**src/rtl/ssd1306_spi_receiver.sv**
```systemverilog
`default_nettype none
`timescale 1ns/1ps
// ============================================================================
// Module   : ssd1306_spi_receiver
// Brief    : Panel-side model of the SSD1306 4-wire SPI link. Oversamples a
//            mode-0 SPI stream with the system clock, splits bytes into
//            commands and GDDRAM data using D/C, decodes the addressing
//            commands and emits framebuffer writes with SSD1306 pointer
//            auto-increment behaviour.
// Revision : 1.0 - initial release
// ============================================================================
module ssd1306_spi_receiver #(
    parameter logic [1:0] RESET_ADDR_MODE = 2'd2,
    parameter logic [6:0] COL_MAX         = 7'd127,
    parameter logic [2:0] PAGE_MAX        = 3'd7
) (
    input  logic       i_Clk,
    input  logic       i_Reset,
    input  logic       i_SPI_Clk,
    input  logic       i_SPI_MOSI,
    input  logic       i_SPI_CS_n,
    input  logic       i_DC,
    output logic [7:0] o_Byte,
    output logic       o_Byte_Valid,
    output logic       o_Byte_Is_Data,
    output logic [9:0] o_Fb_Addr,
    output logic [7:0] o_Fb_Data,
    output logic       o_Fb_WE,
    output logic       o_Display_On,
    output logic       o_Frame_Done
);

    typedef enum logic [2:0] {
        P_OPCODE = 3'd0,
        P_COL_S  = 3'd1,
        P_COL_E  = 3'd2,
        P_PAGE_S = 3'd3,
        P_PAGE_E = 3'd4,
        P_MODE   = 3'd5,
        P_SKIP1  = 3'd6
    } parser_state_t;

    // Two-flop synchronisers plus the previous SCLK sample for edge detection
    logic r_sclk_meta, r_sclk_sync, r_sclk_prev;
    logic r_mosi_meta, r_mosi_sync;
    logic r_cs_meta,   r_cs_sync;
    logic r_dc_meta,   r_dc_sync;

    // Byte assembly
    logic [2:0] r_bit_cnt;
    logic [6:0] r_shift;
    logic [7:0] r_rx_byte;
    logic       r_rx_dc;
    logic       r_rx_done;

    // Command parser and GDDRAM pointers
    parser_state_t r_state, w_state_next;
    logic [6:0]    r_col, r_col_start, r_col_end;
    logic [2:0]    r_page, r_page_start, r_page_end;
    logic [1:0]    r_mode;

    logic       w_sclk_rise;
    logic       w_col_at_end, w_page_at_end;
    logic [6:0] w_col_adv, w_col_next;
    logic [2:0] w_page_adv, w_page_next;
    logic       w_frame_wrap;

    assign w_sclk_rise = r_sclk_sync & ~r_sclk_prev;

    // Bring the asynchronous SPI pins into the i_Clk domain
    always_ff @(posedge i_Clk) begin
        if (i_Reset) begin
            r_sclk_meta <= 1'b0;
            r_sclk_sync <= 1'b0;
            r_sclk_prev <= 1'b0;
            r_mosi_meta <= 1'b0;
            r_mosi_sync <= 1'b0;
            r_cs_meta   <= 1'b1;
            r_cs_sync   <= 1'b1;
            r_dc_meta   <= 1'b0;
            r_dc_sync   <= 1'b0;
        end else begin
            r_sclk_meta <= i_SPI_Clk;
            r_sclk_sync <= r_sclk_meta;
            r_sclk_prev <= r_sclk_sync;
            r_mosi_meta <= i_SPI_MOSI;
            r_mosi_sync <= r_mosi_meta;
            r_cs_meta   <= i_SPI_CS_n;
            r_cs_sync   <= r_cs_meta;
            r_dc_meta   <= i_DC;
            r_dc_sync   <= r_dc_meta;
        end
    end

    // Shift MOSI in MSB first; a deselected chip drops any partial byte
    always_ff @(posedge i_Clk) begin
        if (i_Reset) begin
            r_bit_cnt <= 3'd0;
            r_shift   <= 7'd0;
            r_rx_byte <= 8'd0;
            r_rx_dc   <= 1'b0;
            r_rx_done <= 1'b0;
        end else begin
            r_rx_done <= 1'b0;
            if (r_cs_sync) begin
                r_bit_cnt <= 3'd0;
            end else if (w_sclk_rise) begin
                r_shift   <= {r_shift[5:0], r_mosi_sync};
                r_bit_cnt <= r_bit_cnt + 3'd1;
                if (r_bit_cnt == 3'd7) begin
                    r_rx_byte <= {r_shift, r_mosi_sync};
                    r_rx_dc   <= r_dc_sync;
                    r_rx_done <= 1'b1;
                end
            end
        end
    end

    // Parser state register, advanced by command bytes only
    always_ff @(posedge i_Clk) begin
        if (i_Reset) begin
            r_state <= P_OPCODE;
        end else if (r_rx_done && !r_rx_dc) begin
            r_state <= w_state_next;
        end
    end

    // Parser next state: opcodes with arguments route to their argument states
    always_comb begin
        w_state_next = r_state;
        case (r_state)
            P_OPCODE: begin
                case (r_rx_byte)
                    8'h21:   w_state_next = P_COL_S;
                    8'h22:   w_state_next = P_PAGE_S;
                    8'h20:   w_state_next = P_MODE;
                    8'h81, 8'h8D, 8'hA8, 8'hD3,
                    8'hD5, 8'hD9, 8'hDA, 8'hDB:
                             w_state_next = P_SKIP1;
                    default: w_state_next = P_OPCODE;
                endcase
            end
            P_COL_S:  w_state_next = P_COL_E;
            P_PAGE_S: w_state_next = P_PAGE_E;
            default:  w_state_next = P_OPCODE;
        endcase
    end

    // Pointer advance; equality compares let start > end windows wrap through 0
    always_comb begin
        w_col_at_end  = (r_col == r_col_end);
        w_page_at_end = (r_page == r_page_end);
        w_col_adv     = w_col_at_end  ? r_col_start  : r_col + 7'd1;
        w_page_adv    = w_page_at_end ? r_page_start : r_page + 3'd1;
        w_col_next    = r_col;
        w_page_next   = r_page;
        w_frame_wrap  = 1'b0;
        case (r_mode)
            2'd0: begin
                w_col_next = w_col_adv;
                if (w_col_at_end) begin
                    w_page_next  = w_page_adv;
                    w_frame_wrap = w_page_at_end;
                end
            end
            2'd1: begin
                w_page_next = w_page_adv;
                if (w_page_at_end) begin
                    w_col_next   = w_col_adv;
                    w_frame_wrap = w_col_at_end;
                end
            end
            default: begin
                w_col_next = w_col_adv;
            end
        endcase
    end

    // Publish completed bytes, perform framebuffer writes and apply commands
    always_ff @(posedge i_Clk) begin
        if (i_Reset) begin
            o_Byte         <= 8'd0;
            o_Byte_Valid   <= 1'b0;
            o_Byte_Is_Data <= 1'b0;
            o_Fb_Addr      <= 10'd0;
            o_Fb_Data      <= 8'd0;
            o_Fb_WE        <= 1'b0;
            o_Display_On   <= 1'b0;
            o_Frame_Done   <= 1'b0;
            r_col          <= 7'd0;
            r_page         <= 3'd0;
            r_col_start    <= 7'd0;
            r_col_end      <= COL_MAX;
            r_page_start   <= 3'd0;
            r_page_end     <= PAGE_MAX;
            r_mode         <= RESET_ADDR_MODE;
        end else begin
            o_Byte_Valid <= 1'b0;
            o_Fb_WE      <= 1'b0;
            o_Frame_Done <= 1'b0;
            if (r_rx_done) begin
                o_Byte         <= r_rx_byte;
                o_Byte_Is_Data <= r_rx_dc;
                o_Byte_Valid   <= 1'b1;
                if (r_rx_dc) begin
                    o_Fb_WE      <= 1'b1;
                    o_Fb_Addr    <= {r_page, r_col};
                    o_Fb_Data    <= r_rx_byte;
                    o_Frame_Done <= w_frame_wrap;
                    r_col        <= w_col_next;
                    r_page       <= w_page_next;
                end else begin
                    case (r_state)
                        P_OPCODE: begin
                            if (r_rx_byte == 8'hAE) o_Display_On <= 1'b0;
                            if (r_rx_byte == 8'hAF) o_Display_On <= 1'b1;
                        end
                        P_COL_S:  r_col_start <= r_rx_byte[6:0];
                        P_COL_E: begin
                            r_col_end <= r_rx_byte[6:0];
                            r_col     <= r_col_start;
                        end
                        P_PAGE_S: r_page_start <= r_rx_byte[2:0];
                        P_PAGE_E: begin
                            r_page_end <= r_rx_byte[2:0];
                            r_page     <= r_page_start;
                        end
                        P_MODE: begin
                            if (r_rx_byte[1:0] != 2'b11) r_mode <= r_rx_byte[1:0];
                        end
                        default: ;
                    endcase
                end
            end
        end
    end

endmodule
`default_nettype wire

```
**config.mk**
```make
export PLATFORM = sky130hd
export DESIGN_NAME = ssd1306_spi_receiver
export DESIGN_NICKNAME = d
export VERILOG_FILES = /design/src/rtl/ssd1306_spi_receiver.sv
export SDC_FILE = /design/constraint.sdc
export NUM_CORES = 1
export LEC_CHECK = 0
export ABC_AREA = 0
export CAP_MARGIN = 20
export CORE_MARGIN = 2
export CORE_UTILIZATION = 45
export DETAILED_ROUTE_END_ITERATION = 8
export GPL_TIMING_DRIVEN = 0
export PLACE_DENSITY = 0.65
export SYNTH_ARGS = -nofsm -noshare
export SYNTH_HDL_FRONTEND = slang
export SYNTH_SLANG_ARGS = --single-unit
```
**constraint.sdc**
```tcl
create_clock -name i_Clk -period 4.9 [get_ports i_Clk]
set_clock_uncertainty 0.15 [all_clocks]
set_input_delay 0.735 -clock i_Clk [delete_from_list [all_inputs] [get_ports i_Clk]]
set_output_delay 0.735 -clock i_Clk [all_outputs]
set_load 0.02 [all_outputs]
```
==> impl_metrics.tcl, run 1 <==
set metrics [dict create \
    fp.coreArea_um2 8590 \
    post_drt_via_cell_ratio 5.36 \
    place_hpwl_mm 6.56 \
    hold_viol_final 0 \
    cts_num_sinks 95 \
    synth_cell_type_count 54 \
    numPortBuffers 36 \
    fill_cells 836 \
    cp-end-kind "flop" \
    cts_buffer_depth 2 \
    grt_max_degree 19 \
    final_util 0.539 \
    min_period_ns 2.70 \
    die_area_um2 9480 \
    finalWirelength_mm 9.29 \
    cp-start-kind "primary input" \
    synth_edf_count 0 \
    status "complete, no violations" \
    antenna_found_initial 0 \
    grt_pass1_vias 3117 \
    pre_cts_slack_ns 1.83 \
    die_y_um 97.4 \
    final_antenna_net_count 0 \
    critPathMaxFanout 10 \
    vias 3224 \
    arrival_ns 2.79 \
    avgSynthCellArea_um2 8.92 \
    netlist_instances 440 \
    yosys_warnings 0 \
    synth_top_area_cell "dfxtp_1" \
    ys_ff_latch 95 \
    clk_pin_slew_ns 0.10 \
    drive_gt1_frac 0.0690 \
    clock-root-buffer "clkbuf_8" \
    fmax_mhz 370 \
    synth_top_area_frac 0.485 \
    fp.dieW_um 97.4 \
    routabilityCongestion 0.932 \
    fin_crit_sh 0.551 \
    grt_use_total 0.202 \
    synth_area_um2 3920 \
    p_per_area_nw_per_um2 290 \
    slowest_delay_ns 0.54 \
    grt_overflow_total 0 \
    final.setup.tns_ns 0 \
    syn_nets 450 \
    num-nets-final 498 \
    cp_slowest_cell "clkdlybuf4s50_1" \
    cts_resized 0 \
    worst_ep_required_time_ns 4.99 \
    worst_pin_slew_ns 0.857 \
    ys_top_cells_by_count "dfxtp_1 (95), nand2_1 (82), nor2_1 (41)" \
    drtIter0Drc 154 \
    synth.most_common_cell "dfxtp_1" \
    ctsHoldBuffers 0 \
    path_cells "clkdlybuf4s50_1 > clkbuf_1 > clkbuf_1 > clkbuf_1 > nor2_1" \
    finalWorstSetupSlack_ns 2.20 \
    syn2layout_area_growth_pct 18.1 \
    grt_pass1_wl_mm 15.5 \
    slew_headroom 0.421 \
    async_reset_ff_frac 0 \
    drc 0 \
    ir_drop_uv 223 \
    fp-row-count 34 \
    htree_levels 3 \
    ys_seq_area_frac 0.485 \
    grt_setup_unrepaired "false" \
    min_path_type "flop to flop" \
    cp_common_cell "clkbuf_1" \
    ios 37 \
    cap_violations 0 \
    cts_setup_buffers 0 \
    cts_made_buffers 9 \
    drtPass1Iterations 4 \
    slew_violations 0 \
    antenna_cells 0 \
    synthFlopType "dfxtp_1" \
    clock_latency_ns 0.36 \
    cts_tree "done" \
    placed_cell_area_um2 4430 \
    crit_type "primary input to flop" \
    final-setup-viol-count 0 \
    wl_per_cell_um 15.5 \
    power_leakage_uw 0.00161 \
    synth_area_leaders "dfxtp_1 (48%), mux2i_1 (9.2%), nand2_1 (7.8%)" \
    stdcell_area_um2 4640 \
    initial_core_util 0.457 \
]
-- registers in the layout (all words and copies together) (netlist names), 7 cells and up --
name / count
o_Byte: 8
r_rx_byte: 8
r_col_end: 7
r_col: 7
r_col_start: 7
r_shift: 7
o_Fb_Data: 8
o_Fb_Addr: 10
-- cell type report --
| type | instances | area [µm²] | share of cell area |
|---|---|---|---|
| flip-flops and latches | 95 | 1900 | 0.410 |
| plain buffers | 28 | 126 | 0.0273 |
| well taps | 108 | 135 | 0.0291 |
| clock buffers | 9 | 124 | 0.0267 |
| multi-input cells | 310 | 1870 | 0.403 |
| clock inverters | 7 | 85.1 | 0.0184 |
| repair buffers | 37 | 368 | 0.0794 |
| inverters | 7 | 26.3 | 0.00567 |
-- worst paths after layout --
path              startpoint             end  slack [ns]  cells past startpoint
hold reg to reg    r_cs_meta       r_cs_sync        0.27                      1
hold / removal     r_cs_meta       r_cs_sync        0.27                      1
setup / recovery     i_Reset  r_col_start[0]        2.20                      5
setup reg to reg    r_col[4]        r_col[1]        2.69                      5
-- per-layer routing --
layer | vias up | part of all wire | GRT usage
met2 | 80 | 0.49 | 0.337
met4 | 0 | 0.017 | 0.0620
met5 | - | 0 | 0
met3 | 13 | 0.048 | 0.0460
li1 | 1615 | - | -
met1 | 1516 | 0.45 | 0.260
-- where the power goes --
| group | total (µW) | switching (µW) | leakage, µW | internal [µW] |
|---|---|---|---|---|
| logic | 27.8 | 18.9 | 0.000741 | 8.93 |
| clock network | 540 | 294 | 0.000107 | 247 |
| registers | 776 | 1.12 | 0.000767 | 775 |
| total | 1340 | 314 | 0.00161 | 1030 |
-- metrics by stage --
step / std cells / hold WS [ns] / power (µW)
2_1_floorplan: 440 / 0.239 / 810
3_3_place_gp: 584 / 0.245 / 821
3_5_place_dp: 585 / 0.253 / 822
4_1_cts: 601 / 0.277 / 1350
5_1_grt: 601 / 0.286 / 1390
6_report: 601 / 0.272 / 1340
-- placed cells by master, fill, tap and decap left out, types with 2 or more instances in the layout --
cell / instances
dfxtp_1: 95
nand2_1: 82
nor2_1: 41
mux2i_1: 36
clkdlybuf4s50_1: 36
a21oi_1: 34
clkbuf_1: 15
nand4_1: 11
nor2b_1: 11
nand3_1: 9
clkbuf_8: 9
xor2_1: 7
inv_1: 7
and3_1: 7
nor3_1: 6
o21ai_0: 6
buf_2: 5
xnor2_1: 5
buf_1: 5
a211oi_1: 4
ha_1: 4
buf_4: 3
o311ai_0: 3
or2_2: 3
nor4b_1: 3
inv_6: 3
and2_1: 2
nor4_1: 2
a21o_1: 2
nand2b_1: 2
o41ai_1: 2
and3b_1: 2
a41oi_1: 2
or4b_1: 2
clkinv_4: 2
-- cell families after synthesis --
logic type | share of synthesized area
adder cells (fa/ha/maj) | 0.0153
multiplexers | 0.0918
XOR/XNOR | 0.0268
buffers and inverters | 0.0389
flip-flops | 0.485
AO/OA/AOI/OAI | 0.106
AND/OR/NAND/NOR | 0.237
-- worst max-delay path, delay by kind of cell --
kind | cells | cell delay, ns
buf+inv | 4 | 1.92
simple gates | 1 | 0.12
Power figures use the tool's default switching activity.
==> run 2, diff against run 1 <==
==> constraint.sdc (replaced) <==
create_clock -name i_Clk -period 2.8 [get_ports i_Clk]
set_clock_uncertainty 0.15 [all_clocks]
set_input_delay 0.42 -clock i_Clk [delete_from_list [all_inputs] [get_ports i_Clk]]
set_output_delay 0.42 -clock i_Clk [all_outputs]
set_load 0.02 [all_outputs]
==> results of run 2 <==
Same layout as run 1 (identical final DEF). Status: complete, no violations.
Among the figures that moved: setup slack after placement 1.83 ns -> 0.0421 ns; setup slack after layout 2.20 ns -> 0.415 ns; register-to-register setup slack 2.69 ns -> 0.59 ns; total power 1340 µW -> 2350 µW; worst IR drop on VDD 223 µV -> 391 µV
